$ cat config.mk
export PLATFORM = sky130hd
export DESIGN_NAME = lv_reg_access_ctrl
export DESIGN_NICKNAME = d
export VERILOG_FILES = /design/src/rtl/lv_rac_pkg.sv /design/src/rtl/crc16to8_parallel.sv /design/src/rtl/lv_reg_access_ctrl.sv
export SDC_FILE = /design/constraint.sdc
export NUM_CORES = 1
export LEC_CHECK = 0
export ABC_CLOCK_PERIOD_IN_PS = 2200
export CAP_MARGIN = 20
export CORE_UTILIZATION = 45
export DETAILED_ROUTE_END_ITERATION = 8
export GPL_TIMING_DRIVEN = 0
export PLACE_DENSITY = 0.78
export SLEW_MARGIN = 20
export SYNTH_ARGS = -nofsm -noshare
export SYNTH_HDL_FRONTEND = slang
export SYNTH_SLANG_ARGS = --single-unit
$ cat constraint.sdc
create_clock -name i_clk -period 2.2 [get_ports i_clk]
set_input_delay 0.44 -clock i_clk [delete_from_list [all_inputs] [get_ports i_clk]]
set_output_delay 0.44 -clock i_clk [all_outputs]
set_load 0.05 [all_outputs]
$ cat src/rtl/lv_rac_pkg.sv
`default_nettype none
//=============================================================================
// Module      : lv_rac_pkg
// Description : Shared widths, CRC polynomial and enums for the LV register
//               access controller.
// Revision    : 1.0 - initial release
//=============================================================================
package lv_rac_pkg;

   localparam int         LV_REG_AW    = 7;
   localparam int         LV_REG_DW    = 8;
   localparam int         LV_REG_CRC_W = 8;
   localparam logic [7:0] LV_CRC_POLY  = 8'h07;

   typedef enum logic [1:0] {
      IDLE   = 2'd0,
      ACCESS = 2'd1,
      CAPT   = 2'd2,
      ACK    = 2'd3
   } rac_state_e;

   typedef enum logic {
      SRC_HOST = 1'b0,
      SRC_WDG  = 1'b1
   } rac_src_e;

endpackage
`default_nettype wire

$ cat src/rtl/crc16to8_parallel.sv
`default_nettype none
//=============================================================================
// Module      : crc16to8_parallel
// Description : Single-cycle MSB-first CRC (init 0, no reflection) of a word.
// Revision    : 1.0 - initial release
//=============================================================================
module crc16to8_parallel #(
   parameter int               IN_W  = 16,
   parameter int               OUT_W = 8,
   parameter logic [OUT_W-1:0] POLY  = 8'h07
) (
   input  logic [IN_W-1:0]  i_data,
   output logic [OUT_W-1:0] o_crc
);

   logic [OUT_W-1:0] w_crc;

   // Bit-serial LFSR unrolled into one combinational cone.
   always_comb begin
      w_crc = '0;
      for (int i = IN_W - 1; i >= 0; i--) begin
         if (w_crc[OUT_W-1] ^ i_data[i]) begin
            w_crc = {w_crc[OUT_W-2:0], 1'b0} ^ POLY;
         end else begin
            w_crc = {w_crc[OUT_W-2:0], 1'b0};
         end
      end
   end

   assign o_crc = w_crc;

endmodule
`default_nettype wire

$ cat src/rtl/lv_reg_access_ctrl.sv
`default_nettype none
//=============================================================================
// Module      : lv_reg_access_ctrl
// Description : Arbitrates host and watchdog-scan requests onto the LV register
//               bank, one access at a time, returning read data with a CRC.
//               Optional host write protection: define LV_RAC_WR_PROT_EN.
// Revision    : 1.0 - initial release
//=============================================================================
module lv_reg_access_ctrl
   import lv_rac_pkg::*;
#(
   parameter int                REG_AW         = LV_REG_AW,
   parameter int                REG_DW         = LV_REG_DW,
   parameter int                REG_CRC_W      = LV_REG_CRC_W,
   parameter logic [REG_AW-1:0] LOCK_BASE_ADDR = 7'h40
) (
   input  logic                 i_clk,
   input  logic                 i_rst_n,
   input  logic                 i_host_req,
   input  logic                 i_host_wr,
   input  logic [REG_AW-1:0]    i_host_addr,
   input  logic [REG_DW-1:0]    i_host_wdata,
   output logic                 o_host_ack,
   output logic [REG_DW-1:0]    o_host_rdata,
   output logic [REG_CRC_W-1:0] o_host_crc,
   output logic                 o_host_wr_err,
   input  logic                 i_wdg_scan_rac_rd_req,
   input  logic [REG_AW-1:0]    i_wdg_scan_rac_addr,
   output logic                 o_rac_wdg_scan_ack,
   output logic [REG_DW-1:0]    o_rac_wdg_scan_data,
   output logic [REG_CRC_W-1:0] o_rac_wdg_scan_crc,
   input  logic                 i_reg_lock,
   output logic                 o_reg_rd_en,
   output logic                 o_reg_wr_en,
   output logic [REG_AW-1:0]    o_reg_addr,
   output logic [REG_DW-1:0]    o_reg_wdata,
   input  logic [REG_DW-1:0]    i_reg_rdata
);

   generate
      if (REG_AW + REG_DW + 1 != 16) begin : g_width_chk
         $error("lv_reg_access_ctrl: REG_AW + REG_DW + 1 must equal 16");
      end
   endgenerate

   rac_state_e           r_state;
   rac_src_e             r_src;
   rac_src_e             r_last_grant;
   logic                 r_wr;
   rac_src_e             w_grant;
   logic                 w_grant_valid;
   logic                 w_grant_wr;
   logic                 w_blocked;
   logic [REG_CRC_W-1:0] w_crc;

   // On a collision the source that did not win last time gets the bank.
   always_comb begin
      w_grant_valid = i_host_req | i_wdg_scan_rac_rd_req;
      w_grant       = SRC_WDG;
      if (i_host_req && i_wdg_scan_rac_rd_req) begin
         w_grant = (r_last_grant == SRC_WDG) ? SRC_HOST : SRC_WDG;
      end else if (i_host_req) begin
         w_grant = SRC_HOST;
      end
      w_grant_wr = (w_grant == SRC_HOST) && i_host_wr;
   end

   crc16to8_parallel #(
      .IN_W  (REG_AW + REG_DW + 1),
      .OUT_W (REG_CRC_W),
      .POLY  (LV_CRC_POLY)
   ) u_crc (
      .i_data ({r_src == SRC_WDG, o_reg_addr, i_reg_rdata}),
      .o_crc  (w_crc)
   );

   always_ff @(posedge i_clk or negedge i_rst_n) begin
      if (!i_rst_n) begin
         r_state             <= IDLE;
         r_src               <= SRC_HOST;
         r_last_grant        <= SRC_WDG;
         r_wr                <= 1'b0;
         o_host_ack          <= 1'b0;
         o_host_rdata        <= '0;
         o_host_crc          <= '0;
         o_rac_wdg_scan_ack  <= 1'b0;
         o_rac_wdg_scan_data <= '0;
         o_rac_wdg_scan_crc  <= '0;
         o_reg_rd_en         <= 1'b0;
         o_reg_wr_en         <= 1'b0;
         o_reg_addr          <= '0;
         o_reg_wdata         <= '0;
      end else begin
         o_host_ack         <= 1'b0;
         o_rac_wdg_scan_ack <= 1'b0;
         case (r_state)
            IDLE: begin
               if (w_grant_valid) begin
                  r_state      <= ACCESS;
                  r_src        <= w_grant;
                  r_last_grant <= w_grant;
                  r_wr         <= w_grant_wr;
                  o_reg_rd_en  <= !w_grant_wr;
                  o_reg_wr_en  <= w_grant_wr && !w_blocked;
                  if (w_grant == SRC_HOST) begin
                     o_reg_addr  <= i_host_addr;
                     o_reg_wdata <= i_host_wdata;
                  end else begin
                     o_reg_addr  <= i_wdg_scan_rac_addr;
                  end
               end
            end
            ACCESS: begin
               o_reg_rd_en <= 1'b0;
               o_reg_wr_en <= 1'b0;
               if (r_wr) begin
                  r_state    <= ACK;
                  o_host_ack <= 1'b1;
               end else begin
                  r_state    <= CAPT;
               end
            end
            CAPT: begin
               r_state <= ACK;
               if (r_src == SRC_WDG) begin
                  o_rac_wdg_scan_data <= i_reg_rdata;
                  o_rac_wdg_scan_crc  <= w_crc;
                  o_rac_wdg_scan_ack  <= 1'b1;
               end else begin
                  o_host_rdata <= i_reg_rdata;
                  o_host_crc   <= w_crc;
                  o_host_ack   <= 1'b1;
               end
            end
            default: begin
               r_state <= IDLE;
            end
         endcase
      end
   end

`ifdef LV_RAC_WR_PROT_EN
   logic r_blocked;

   assign w_blocked = i_reg_lock && (i_host_addr >= LOCK_BASE_ADDR);

   // Blocked writes still walk ACCESS -> ACK; the error rides on the ack.
   always_ff @(posedge i_clk or negedge i_rst_n) begin
      if (!i_rst_n) begin
         r_blocked     <= 1'b0;
         o_host_wr_err <= 1'b0;
      end else begin
         o_host_wr_err <= 1'b0;
         if (r_state == IDLE && w_grant_valid) begin
            r_blocked <= w_grant_wr && w_blocked;
         end
         if (r_state == ACCESS && r_wr) begin
            o_host_wr_err <= r_blocked;
         end
      end
   end
`else
   logic w_unused_prot;

   assign w_blocked     = 1'b0;
   assign o_host_wr_err = 1'b0;
   assign w_unused_prot = ^{i_reg_lock, LOCK_BASE_ADDR};
`endif

endmodule
`default_nettype wire

== After elaboration in Yosys (flattened, before gate mapping) ==
Cells that the tools add are included.

* Input port bits: 36
* Bits in registers: 56
* Word-level logic and storage cells: 92
* Output and inout bits: 52

* Reduce and logical (&&, ||, !) cells: 10
* Multiplexer cells: 32
* Equality and inequality tests: 3
* Bitwise operators: 33

{| class="wikitable"
|+ Operator list
! cell !! count
|-
| $mux W3 || 16
|-
| $not A3 Y3 || 15
|-
| $mux W1 || 10
|-
| $xor A1 B1 Y1 || 10
|-
| $reduce_and A2 Y1 || 4
|-
| $mux W7 || 1
|-
| $pmux W1 S2 || 3
|-
| $pmux W2 S3 || 1
|-
| $xor A1 B1 Y1 const A || 5
|-
| $reduce_and A3 Y1 || 1
|-
| $eq A2 B1 Y1 const B || 1
|-
| $eq A2 B2 Y1 const B || 1
|-
| $logic_and A1 B1 Y1 || 2
|-
| $logic_not A2 Y1 || 1
|-
| $mux W2 || 1
|-
| $ne A2 B2 Y1 const B || 1
|-
| $not A1 Y1 || 2
|-
| $reduce_bool A2 Y1 || 1
|-
| $logic_not A1 Y1 || 1
|-
| $or A1 B1 Y1 || 1
|}

== Depth between registers and ports, before layout ==
Gate-level depths: netlist (run 1).

* Depth in word-level cells: 31
* Depth in mapped cells: 7
* Mapped depth without buffers: 6

== Cells and area by module ==
From an unflattened synthesis (run 1), not the netlist that was laid out.

* Cells, all modules: 196
* Area total of the unflattened synthesis: 2685.1 µm²

{| class="wikitable"
|+ Modules (own cells, without submodules)
! module !! area an instance (µm²) !! times used !! cells each !! seq. area each (µm²)
|-
| lv_reg_access_ctrl || 2346.0 || 1 || 166 || 1402.6
|-
| crc16to8_parallel || 339.1 || 1 || 30 || 0.0
|}

== Worst setup path after synthesis (run 1) ==
No wires, ideal clock.

* Kind: reg2reg
* Start point: reg o_reg_addr[6]
* End point: reg o_rac_wdg_scan_crc[2]
* Period minus slack after synthesis: 1950 ps
* Cell stages (with the launch flop): 5
* Required time: 2068 ps
* Path slack: 250 ps
* Buffers on the path: 0
* Arrival time: 1818 ps
* Library setup time: 132 ps
* Path through: dfrtp_1 xnor3_2 xnor3_1 xor2_1 o21ai_1

* Cells in the longest elaborated chain, start to end: 10
* Elaborated cells between the ends (all ways): 22
* Classes of those cells: 9 x mux; 13 x bitwise

{| class="wikitable"
|+ RTL lines
! element !! line !! RTL
|-
| start, declared || lv_reg_access_ctrl.sv:35 || <nowiki>output logic [REG_AW-1:0] o_reg_addr,</nowiki>
|-
| start signal, assigned || lv_reg_access_ctrl.sv:106 || <nowiki>o_reg_addr <= i_host_addr;</nowiki>
|-
| start signal, assigned || lv_reg_access_ctrl.sv:109 || <nowiki>o_reg_addr <= i_wdg_scan_rac_addr;</nowiki>
|-
| $xor A1 B1 Y1 * || crc16to8_parallel.sv:22 || <nowiki>if (w_crc[OUT_W-1] ^ i_data[i]) begin</nowiki>
|-
| $mux W3 * || crc16to8_parallel.sv:22 ||
|-
| $xor A1 B1 Y1 / $not A3 Y3 (equally long branches) || -- ||
|-
| $mux W3 || crc16to8_parallel.sv:22 ||
|-
| $xor A1 B1 Y1 / $not A3 Y3 (equally long branches) || -- ||
|-
| $mux W3 || crc16to8_parallel.sv:22 ||
|-
| $not A3 Y3 (no source line) / $xor A1 B1 Y1 (equally long branches) || -- ||
|-
| $mux W3 || crc16to8_parallel.sv:22 ||
|-
| $not A3 Y3 (no source line) / $xor A1 B1 Y1 (equally long branches) || -- ||
|-
| $mux W3 * || crc16to8_parallel.sv:22 ||
|-
| end signal, assigned || lv_reg_access_ctrl.sv:127 || <nowiki>o_rac_wdg_scan_crc <= w_crc;</nowiki>
|-
| end, declared || lv_reg_access_ctrl.sv:31 || <nowiki>output logic [REG_CRC_W-1:0] o_rac_wdg_scan_crc,</nowiki>
|}

Every way passes the cells marked *; elsewhere a longest branch is shown, timed or not.
A chain may end at the register's enable or synchronous reset.

== Final worst setup path (run 1) ==
* Start point: reg o_reg_addr[5]
* End point: out o_reg_addr[5]

No word-level cell between the ends.

==> results.txt, run 1 <==
- The initial antenna violation count was 0.
* Reg2reg setup slack: approximately 0.30 ns
- The first global-routing pass estimated a little over 9000 microns of wire.
- CTS sink count: 56
- The die covers 0.00604 sq mm.
- The run finished with clean final reports.
- Sum of overflow across all layers after global routing: 0
* Vias: around 1.8k
- Inserted Diodes: 0
- The number of buffers and inverters on the critical path is 1.
* Final instance count without filler cells: 371
* Final number of hold-violating endpoints: 0
* Final hold slack: roughly 0.17 ns
* MaxCap Viol Count: 0
- Sequential cell area: about 0.0014 sq mm
* Chip Width: 77.7 microns
- Setup ws final: roughly 0.11 ns
- Kind of cell with the highest combined delay on the critical path: buffers and inverters
- Measured in cells, the most critical reg-to-reg path has a length of 6.
* Launch point of the worst reg-to-reg path: r_state[0]
- The number of hold buffers added after CTS was 0.
- Final slew viol count: 0
- Clock slew at reported path FFs: 0.09 ns
- Synthesized net count: 248
- Initial Utilization: 0.469
- Along the worst path, the maximum fanout reaches 5.
- Synthesis inferred 56 register bits.
- Count of input and output buffers: 84
- WS Path Type: flip-flop to output pin
- The filler cells instantiated in the layout total between 400 and 500.
- Number of DRC violations after detailed routing: 0
- Worst slew pin tran: 0.678 ns
- Mean cell area of the mapped netlist: approximately 12 sq um
- Sequential share of the synthesized area: 0.543
- Maximum level of the CTS H-tree: 2
- In this run the critical register-to-register path is captured at o_reg_rd_en.
- Worst hold path type: input pin to async pin
* Unrepaired setup endpoints after global routing: false
- For this block, the initial DRC count from the detailed router was 64.
- Final core utilization: 0.661
- Required @ worst endpoint: 1.76 ns
- First-pass detailed-route iteration total: 4
* Area share of the largest cell type after synthesis: 0.533
- Worst Path Arrival: ~1.7 ns
- The number of placed instances, taps included, is between 300 and 400.
* Antenna violation net count after detailed routing: 0
* Final Routed Wirelength: ~5300 microns
* Fmax: ~480 MHz
* Post-CTS Setup Repair Bufs: 0
- Summed over all instances, the cell type with the most area after synthesis is sky130_fd_sc_hd__dfrtp_1.
* Maximum clock skew at final layout: roughly 0.011 ns
* Number of cell rows: 27
* Number of global-route vias before repair: approximately 1.9k
* Pin count of the biggest net entering global routing: between 50 and 60
* Time the worst path needs with I/O delays and setup: roughly 2.1 ns
- The Yosys step of the flow raised 0 warnings.
* Leading cell type in the layout, fill and taps excluded: sky130_fd_sc_hd__clkdlybuf4s50_1
- Leading cell types in the layout, fill and taps excluded: 83 x sky130_fd_sc_hd__clkdlybuf4s50_1, 55 x sky130_fd_sc_hd__dfrtp_1, 28 x sky130_fd_sc_hd__nand2_1
- In this run the standard cell core region covers around 0.0055 sq mm.
* Clock tree from TritonCTS: yes
- Global-route usage over all layers: 0.196
- Area growth from synthesis to layout: 41.0%
* Drt wl/cell: approximately 14 microns
* Cell breakdown of the critical path: clkdlybuf4s50_1
- The netlist uses 31 different library cells.
* Endpoint class of the critical path: output pin
* Die span in y: between 70 and 80 microns
* Worst slew margin relative to its limit: 0.548
- Post-detailed-placement half-perimeter wirelength: ~4000 microns
- For the worst-skew pair, the clock arrives at the later sink with an insertion delay of just over 0.3 ns.
* Setup-violating endpoint count in the final report: 0
- Share of final-layout standard cells stronger than drive strength 1: 0.154
- Routability-driven placement finished with a final weighted congestion of between 0.8 and 0.9.
- 88 I/O pins were placed.
* Delay of the slowest cell on the worst path: 0.85 ns
- At the end of the flow, the number of nets in the layout was approximately 340.
- Number of resized instances in the post-cts repair step: 0
* Master of the slowest instance on the critical path: sky130_fd_sc_hd__clkdlybuf4s50_1
- In the final layout, the multi-input gates occupy 0.00110 sq mm.
* Startpoint type of the worst setup path: flip-flop
- Vias/cell: around 5
- Post-placement setup slack: -0.223 ns
- Netlist area before placement: approximately 0.0026 sq mm
* Max clock buf depth: 2
- Period Utilization, post-route: 0.948
* Total clock buffers created by CTS: 5
- Post-Syn Instances: 208
- Buffer type at the clock tree root: sky130_fd_sc_hd__clkbuf_8
- By area the synthesized netlist is led by sky130_fd_sc_hd__dfrtp_1 53%, sky130_fd_sc_hd__mux2_2 11%, sky130_fd_sc_hd__xnor2_1 5.8%.
## worst max-delay path by stage
| stage | startpoint | end | slack (ns) | cells after the start |
|---|---|---|---|---|
| 2_1_floorplan | o_reg_addr[6] | o_rac_wdg_scan_crc[2] | 0.25 | 4 |
| 4_1_cts | o_reg_addr[5] | o_reg_addr[5] | 0.11 | 1 |
| 5_1_grt | i_wdg_scan_rac_rd_req | o_reg_wdata[2] | 0.02 | 6 |
| 3_3_place_gp | i_rst_n | o_reg_wdata[5] | -0.98 | 1 |
| 3_5_place_dp | i_wdg_scan_rac_rd_req | o_reg_wdata[5] | -0.22 | 6 |
| 6_report | o_reg_addr[5] | o_reg_addr[5] | 0.11 | 1 |
## synthesized netlist by cell type, drive strengths merged
library cell and instances:
conb 1, inv 7, nand2 28, o21a 2, o211ai 2, nor2 3, ha 4, nand2b 1
mux2 25, o31ai 2, buf 5, xor2 4, xnor2 19, a211oi 1, xnor3 6, a21boi 1
nor3 1, or3 1, clkbuf 5, or2 1, dfrtp 55, mux2i 7, dfstp 1, o21ai 26
## logic make-up (layout without fill, tap and decap cells)
kind of cell | after synthesis | count (layout) | share of synthesized area
other | 1 | 1 | 0.00145
AOI/OAI and AO/OA | 34 | 34 | 0.0751
buffers and inverters | 17 | 108 | 0.0315
adders and majority gates | 4 | 4 | 0.0194
DFF | 56 | 56 | 0.543
muxes | 32 | 32 | 0.136
and+or+nand+nor | 35 | 35 | 0.0543
xor gates and xnor gates | 29 | 29 | 0.139
## sequential cells by signal (all words and copies together) (netlist names)
name and count:
o_host_rdata 8, o_rac_wdg_scan_data 8, r_src 1, o_reg_wdata 8, r_last_grant 1, o_host_ack 1, r_wr 1, o_rac_wdg_scan_ack 1
o_host_crc 8, o_reg_wr_en 1, o_rac_wdg_scan_crc 8, o_reg_rd_en 1, r_state 2, o_reg_addr 7
## worst reg2reg max path, stage by stage, from the launching register on
cell	delay [ns]
sky130_fd_sc_hd__dfrtp_1	0.41
sky130_fd_sc_hd__inv_1	0.09
sky130_fd_sc_hd__ha_1	0.26
sky130_fd_sc_hd__o21ai_1	0.37
sky130_fd_sc_hd__clkbuf_1	0.43
sky130_fd_sc_hd__o211ai_1	0.16
sky130_fd_sc_hd__o31ai_1	0.10
## metal layers
| layer | global-route usage | part of all wire | up-vias | routed length [microns] |
|---|---|---|---|---|
| met1 | 0.264 | 0.45 | 899 | 2350 |
| met2 | 0.308 | 0.48 | 55 | 2510 |
| met5 | 0 | 0 | - | 0 |
| met4 | 0.0736 | 0.017 | 0 | 90 |
| li1 | - | - | 874 | - |
| met3 | 0.0471 | 0.060 | 8 | 316 |
## stage by stage
| step | cell area [sq um] | TNS [ns] |
|---|---|---|
| global placement | 3510 | -56.03 |
| detailed placement | 3510 | -1.77 |
| floorplan | 2580 | 0 |
| CTS | 3640 | 0 |
| finish | 3640 | 0 |
| global route | 3640 | 0 |
## final cells by class
type                    count  area share
multi-input cells         135       0.302
clock buffers               5      0.0189
clock inverters             2      0.0165
plain buffers              10      0.0151
well taps                  72      0.0248
inverters                   7     0.00722
flip-flops and latches     56       0.385
repair buffers             84       0.230
Power of run 1 is left out: the tool's default activity adds up to more than one toggle a clock period on the data nets, which glitch-free logic cannot reach.
==> run 2, diff against run 1 <==
--- a/config.mk
+++ b/config.mk
@@ -15,3 +15,4 @@
 export SYNTH_ARGS = -nofsm -noshare
 export SYNTH_HDL_FRONTEND = slang
 export SYNTH_SLANG_ARGS = --single-unit
+export TNS_END_PERCENT = 1
==> results of run 2 <==
No change in the layout: final DEF, timing and power equal those of run 1.
Power of run 2 is left out for the same reason.
